## config.mk

```make
export PLATFORM = sky130hd
export DESIGN_NAME = bnn_stim_harness
export DESIGN_NICKNAME = d
export VERILOG_FILES = /design/src/rtl/bnn_stim_harness.sv
export SDC_FILE = /design/constraint.sdc
export NUM_CORES = 2
export LEC_CHECK = 0
export ABC_CLOCK_PERIOD_IN_PS = 4200
export BUFFER_PORTS_ARGS = -buffer_cell sky130_fd_sc_hd__buf_4
export CORE_AREA = 5 5 514 516
export DETAILED_ROUTE_END_ITERATION = 8
export DIE_AREA = 0 0 519 521
export PLACE_DENSITY = 0.67
export SYNTH_ARGS = -nofsm -noshare
export SYNTH_HDL_FRONTEND = slang
export SYNTH_SLANG_ARGS = --single-unit
```

## constraint.sdc

```tcl
create_clock -name clk -period 4.2 [get_ports clk]
set_clock_uncertainty 0.05 [all_clocks]
set_input_delay 0.42 -clock clk [delete_from_list [all_inputs] [get_ports clk]]
set_output_delay 0.42 -clock clk [all_outputs]
set_load 0.05 [all_outputs]
```

## src/rtl/bnn_stim_harness.sv

```systemverilog
// LFSR stimulus generator and MISR response-capture harness for BNN layers.
// Vectors flow through a LATENCY-deep valid pipe and are captured per output channel.
`timescale 1ns/1ps

module bnn_stim_harness #(
  parameter int STIM_W  = 256,
  parameter int NUM_OUT = 64,
  parameter int OUT_W   = 16,
  parameter int ADDR_W  = (NUM_OUT > 1) ? $clog2(NUM_OUT) : 1,
  parameter int LATENCY = 2,
  parameter int TAP_A   = 253,
  parameter int TAP_B   = 250,
  parameter int TAP_C   = 245,
  parameter logic [STIM_W-1:0] SEED = 1,
  parameter int CNT_W   = 16
) (
  input  logic                     clk,
  input  logic                     rst,
  input  logic                     ap_ce,
  input  logic                     start,
  input  logic [CNT_W-1:0]         num_vectors,
  output logic [STIM_W-1:0]        stim,
  input  logic [NUM_OUT*OUT_W-1:0] dut_out,
  input  logic [ADDR_W-1:0]        addr,
  input  logic                     sel_mode,
  output logic [OUT_W-1:0]         data,
  output logic                     busy,
  output logic                     done
);

  typedef enum logic [1:0] {IDLE, RUN, DRAIN, DONE} state_t;

  localparam logic [ADDR_W:0] NUM_OUT_L = (ADDR_W+1)'(NUM_OUT);

  state_t             state;
  logic [CNT_W-1:0]   vec_cnt;
  logic [CNT_W-1:0]   vec_total;
  logic [LATENCY-1:0] vpipe;
  logic [LATENCY-1:0] vpipe_next;
  logic [OUT_W-1:0]   cap [NUM_OUT];
  logic [OUT_W-1:0]   sig [NUM_OUT];
  logic               fb;
  logic               issue;
  logic               capture;
  logic               accept;

  always_comb begin
    fb      = stim[STIM_W-1] ^ stim[TAP_A] ^ stim[TAP_B] ^ stim[TAP_C];
    issue   = ap_ce && (state == RUN);
    capture = ap_ce && vpipe[LATENCY-1];
    accept  = start && ((state == IDLE) || (state == DONE));
    vpipe_next    = '0;
    vpipe_next[0] = issue;
    for (int i = 1; i < LATENCY; i++) begin
      vpipe_next[i] = vpipe[i-1];
    end
  end

  // Start is honoured even with ap_ce low; everything else waits for ap_ce.
  always_ff @(posedge clk or negedge rst) begin
    if (!rst) begin
      state     <= IDLE;
      stim      <= SEED;
      vec_cnt   <= '0;
      vec_total <= '0;
      vpipe     <= '0;
      busy      <= 1'b0;
      done      <= 1'b0;
    end else if (accept) begin
      vec_total <= num_vectors;
      stim      <= SEED;
      vec_cnt   <= '0;
      vpipe     <= '0;
      if (num_vectors == '0) begin
        state <= DONE;
        busy  <= 1'b0;
        done  <= 1'b1;
      end else begin
        state <= RUN;
        busy  <= 1'b1;
        done  <= 1'b0;
      end
    end else if (ap_ce) begin
      vpipe <= vpipe_next;
      case (state)
        RUN: begin
          stim    <= {stim[STIM_W-2:0], fb};
          vec_cnt <= vec_cnt + 1'b1;
          if (vec_cnt + 1'b1 == vec_total) begin
            state <= DRAIN;
          end
        end
        DRAIN: begin
          if (vpipe_next == '0) begin
            state <= DONE;
            busy  <= 1'b0;
            done  <= 1'b1;
          end
        end
        default: begin
        end
      endcase
    end
  end

  // Per-channel last value and rotate-XOR signature.
  always_ff @(posedge clk or negedge rst) begin
    if (!rst) begin
      for (int i = 0; i < NUM_OUT; i++) begin
        cap[i] <= '0;
        sig[i] <= '0;
      end
    end else if (accept) begin
      for (int i = 0; i < NUM_OUT; i++) begin
        cap[i] <= '0;
        sig[i] <= '0;
      end
    end else if (capture) begin
      for (int i = 0; i < NUM_OUT; i++) begin
        cap[i] <= dut_out[i*OUT_W +: OUT_W];
        sig[i] <= {sig[i][OUT_W-2:0], sig[i][OUT_W-1]} ^ dut_out[i*OUT_W +: OUT_W];
      end
    end
  end

  always_ff @(posedge clk or negedge rst) begin
    if (!rst) begin
      data <= '0;
    end else if ({1'b0, addr} < NUM_OUT_L) begin
      data <= sel_mode ? sig[addr] : cap[addr];
    end else begin
      data <= '0;
    end
  end

endmodule

```

==> flow_summary.yaml <==
drt:
  first_pass_iters: 6
  antenna_left: 0
  wl_um: 468900
  wire_per_inst_um: 31.71
  drt_first_iter_violations: 9866
  vias_per_cell: 5.971
  drc: 0
  vias: 88290
global_route:
  grt_pass1_vias: 89250
  grt_util_all_layers_pct: 33.79
  gr-total-overflow: 0
  grt_first_pass_wirelength_um: 664700
  grt_max_degree: 191
  antenna_found_initial: 202
floorplanning:
  initial_utilization_pct: 41.94
  die_w_um: 519
  dieArea_sq_um: 270400
  core_area_sq_um: 258800
  fp-row-count: 187
  io_pins: 1325
  fp.dieH_um: 521
timing:
  rsz0062_at_grt: "false"
  slew_headroom_pct: 15.65
  fin_setup_tns_ns: 0
  setup-violations-final: 0
  max_freq_ghz: 0.3180
  final_hold_viol_count: 0
  period_share_pct: 74.86
  worst_pin_slew_ns: 1.265
  maxSlewViolCount: 0
  period_needed_ns: 3.144
cts:
  cts_sinks: 2358
  htree_levels: 5
  cts_buffer_depth: 4
  clkTransAtPathRegs_ns: 0.07
  insertion_delay_ns: 0.83
  cts_setup_buffers: 0
  cts_made_buffers: 268
  hold_buffers: 1058
  tritoncts: "built"
  root_buffer: "clkbuf_16"
  cts_resized: 0
setup_path:
  crit_type: "flip-flop to flip-flop"
  cpMostUsedCell: "buf_4"
  max_stage_delay_ns: 0.96
  crit_arrival_ns: 3.73
  path_cells: "inv_1, ha_1, nand2_1, buf_4, nand3_4, buf_4, o21ai_0"
  cp_slowest_cell: "buf_4"
  path_max_fanout: 115
  cp.required_ns: 4.79
  endpoint_kind: "flip-flop"
  start_kind: "flip-flop"
cells_and_area:
  drive_gt1_share_pct: 23.13
  seqCellArea_sq_um: 59010
  syn2layout_area_growth_pct: 31.00
  multiInputGateArea_sq_um: 46600
  nFillCells: 21310
  nets: 12110
placed_design:
  place_congestion: 1.015
  portBuffers: 1324
  dpl.hpwl_um: 348500
status:
  outcome: "complete, no violations"
pwr:
  power.total_mw: 67.91
  powerDensity_nw_per_um2: 477.7
  p_leak_nw: 62.11
  vdd_drop_max_v: 0.0006349
logic_synthesis:
  synth_cell_types: 54
  async_flop_share_pct: 100.0
  netlist_instances: 8908
  syn_nets: 9962
  yosys.area.top_type: "dfrtp_1"
  synth_seq_cells: 2358
  syn_avg_cell_area_sq_um: 12.18
  synth_edf_count: 0
  seq_area_frac_synth_pct: 54.37
  synth_area_leaders: "dfrtp_1 (54%), mux4_2 (13%), xnor2_1 (8.4%)"
  yosys.area.top_type_share_pct: 54.35
  synthesis.area_sq_um: 108500
  yosys_warnings: 0
  synth_ff_type: "dfrtp_1"
hold_path:
  hold_path.class: "input pin to async pin"
run:
  drv_cap: 0
-- cells by family (layout without fill, tap and decap cells) --
group                      count (synthesis)  in the layout  share of synthesized area, %
AOI/OAI and AO/OA                       2408           2408                         14.78
xor gates and xnor gates                1059           1059                         8.546
adders and majority gates                  3              3                       0.03459
buffers and inverters                    721           3064                         2.732
DFF                                     2358           2358                         54.37
muxes                                    659            659                         13.46
other                                      0            135                             0
and+or+nand+nor                         1700           1700                         6.073
-- cell usage after synthesis, types with 17 or more instances --
| cell | number |
|---|---|
| o22ai_1 | 48 |
| or3_1 | 20 |
| a22o_1 | 1025 |
| buf_2 | 54 |
| clkbuf_1 | 572 |
| dfrtp_1 | 2357 |
| xnor2_1 | 1042 |
| mux2i_1 | 18 |
| buf_1 | 41 |
| buf_4 | 39 |
| a21oi_1 | 282 |
| o21ai_0 | 1030 |
| nor2_1 | 20 |
| nand2_1 | 1602 |
| xor2_1 | 17 |
| mux4_2 | 640 |
-- through the flow --
| stage | area (sq um) | setup slack (ns) | hold WS [ns] | util (%) | instances |
|---|---|---|---|---|---|
| floorplan | 108500 | 1.717 | 0.07441 | - | 8908 |
| detailed placement | 122400 | 0.6240 | 0.3565 | 47.30 | 13130 |
| global route | 142000 | 0.9011 | 0.1168 | 54.87 | 14720 |
| global placement | 122400 | 0.6728 | 0.3563 | 47.30 | 13130 |
| finish | 142200 | 1.056 | 0.1066 | 54.94 | 14790 |
| CTS | 141800 | 1.121 | 0.09598 | 54.81 | 14650 |
-- power breakdown --
group	internal [mW]	switching, mW
logic	6.26	8.92
registers	25.5	3.19
clock network	14.0	9.98
total	45.8	22.1
-- final cells by class --
cell class / count / area share (%)
clock buffers: 380 / 5.483
inverters: 9 / 0.02376
flip-flops and latches: 2358 / 41.51
multi-input cells: 5829 / 32.78
repair buffers: 2587 / 16.25
well taps: 3402 / 2.994
clock inverters: 88 / 0.7261
diodes: 135 / 0.2376
-- critical path: cells and delay by family (launching register included) --
family                     cells  cell delay [ns]
DFF                            1             0.40
and+or+nand+nor                2             0.46
buffers and inverters          3             1.23
adders and majority gates      1             0.29
AOI/OAI and AO/OA              1             0.31
-- cells in the final DEF (no fill, tap or decap), drive strengths merged, types with 4 or more instances in the layout --
master and n:
a41oi 4, nand3 12, clkinv 56, nand2 1602, nand4 7, mux2i 18, nor3 6, dlygate4sd3 1058
clkinvlp 5, clkbuf 381, nor2 20, xor2 17, dfrtp 2357, diode 135, inv 19, or3 20
xnor2 1042, mux4 640, buf 1528, bufinv 17, o22ai 48, a21oi 282, a22o 1025, o21ai 1030
nor4 10
-- state kept, by name, indices dropped and copies added (netlist names) --
register   cells
vec_cnt       16
stim         256
sig         1024
vpipe          2
state          2
data          16
done           1
cap         1024
busy           1
vec_total     16
-- worst paths after layout --
kind	start	endpoint	slack (ns)	depth (start not counted)
min reg2reg	busy	busy	0.44	1
max	state[0]	sig[2]	1.06	7
max reg2reg	state[0]	sig[2]	1.06	7
min	rst	cap[504]	0.11	2
min in group clk	addr[3]	data[2]	0.13	3
max in group asynchronous	rst	cap[101]	2.46	3
-- per-layer routing --
layer	share of wire (%)	GRT usage, %	up-vias
met5	0.14	0	-
met4	8.7	23.11	102
met1	37	42.58	45310
met3	9.4	8.818	1333
li1	-	-	36540
met2	45	51.31	5009
(Power assumes the default switching activity.)
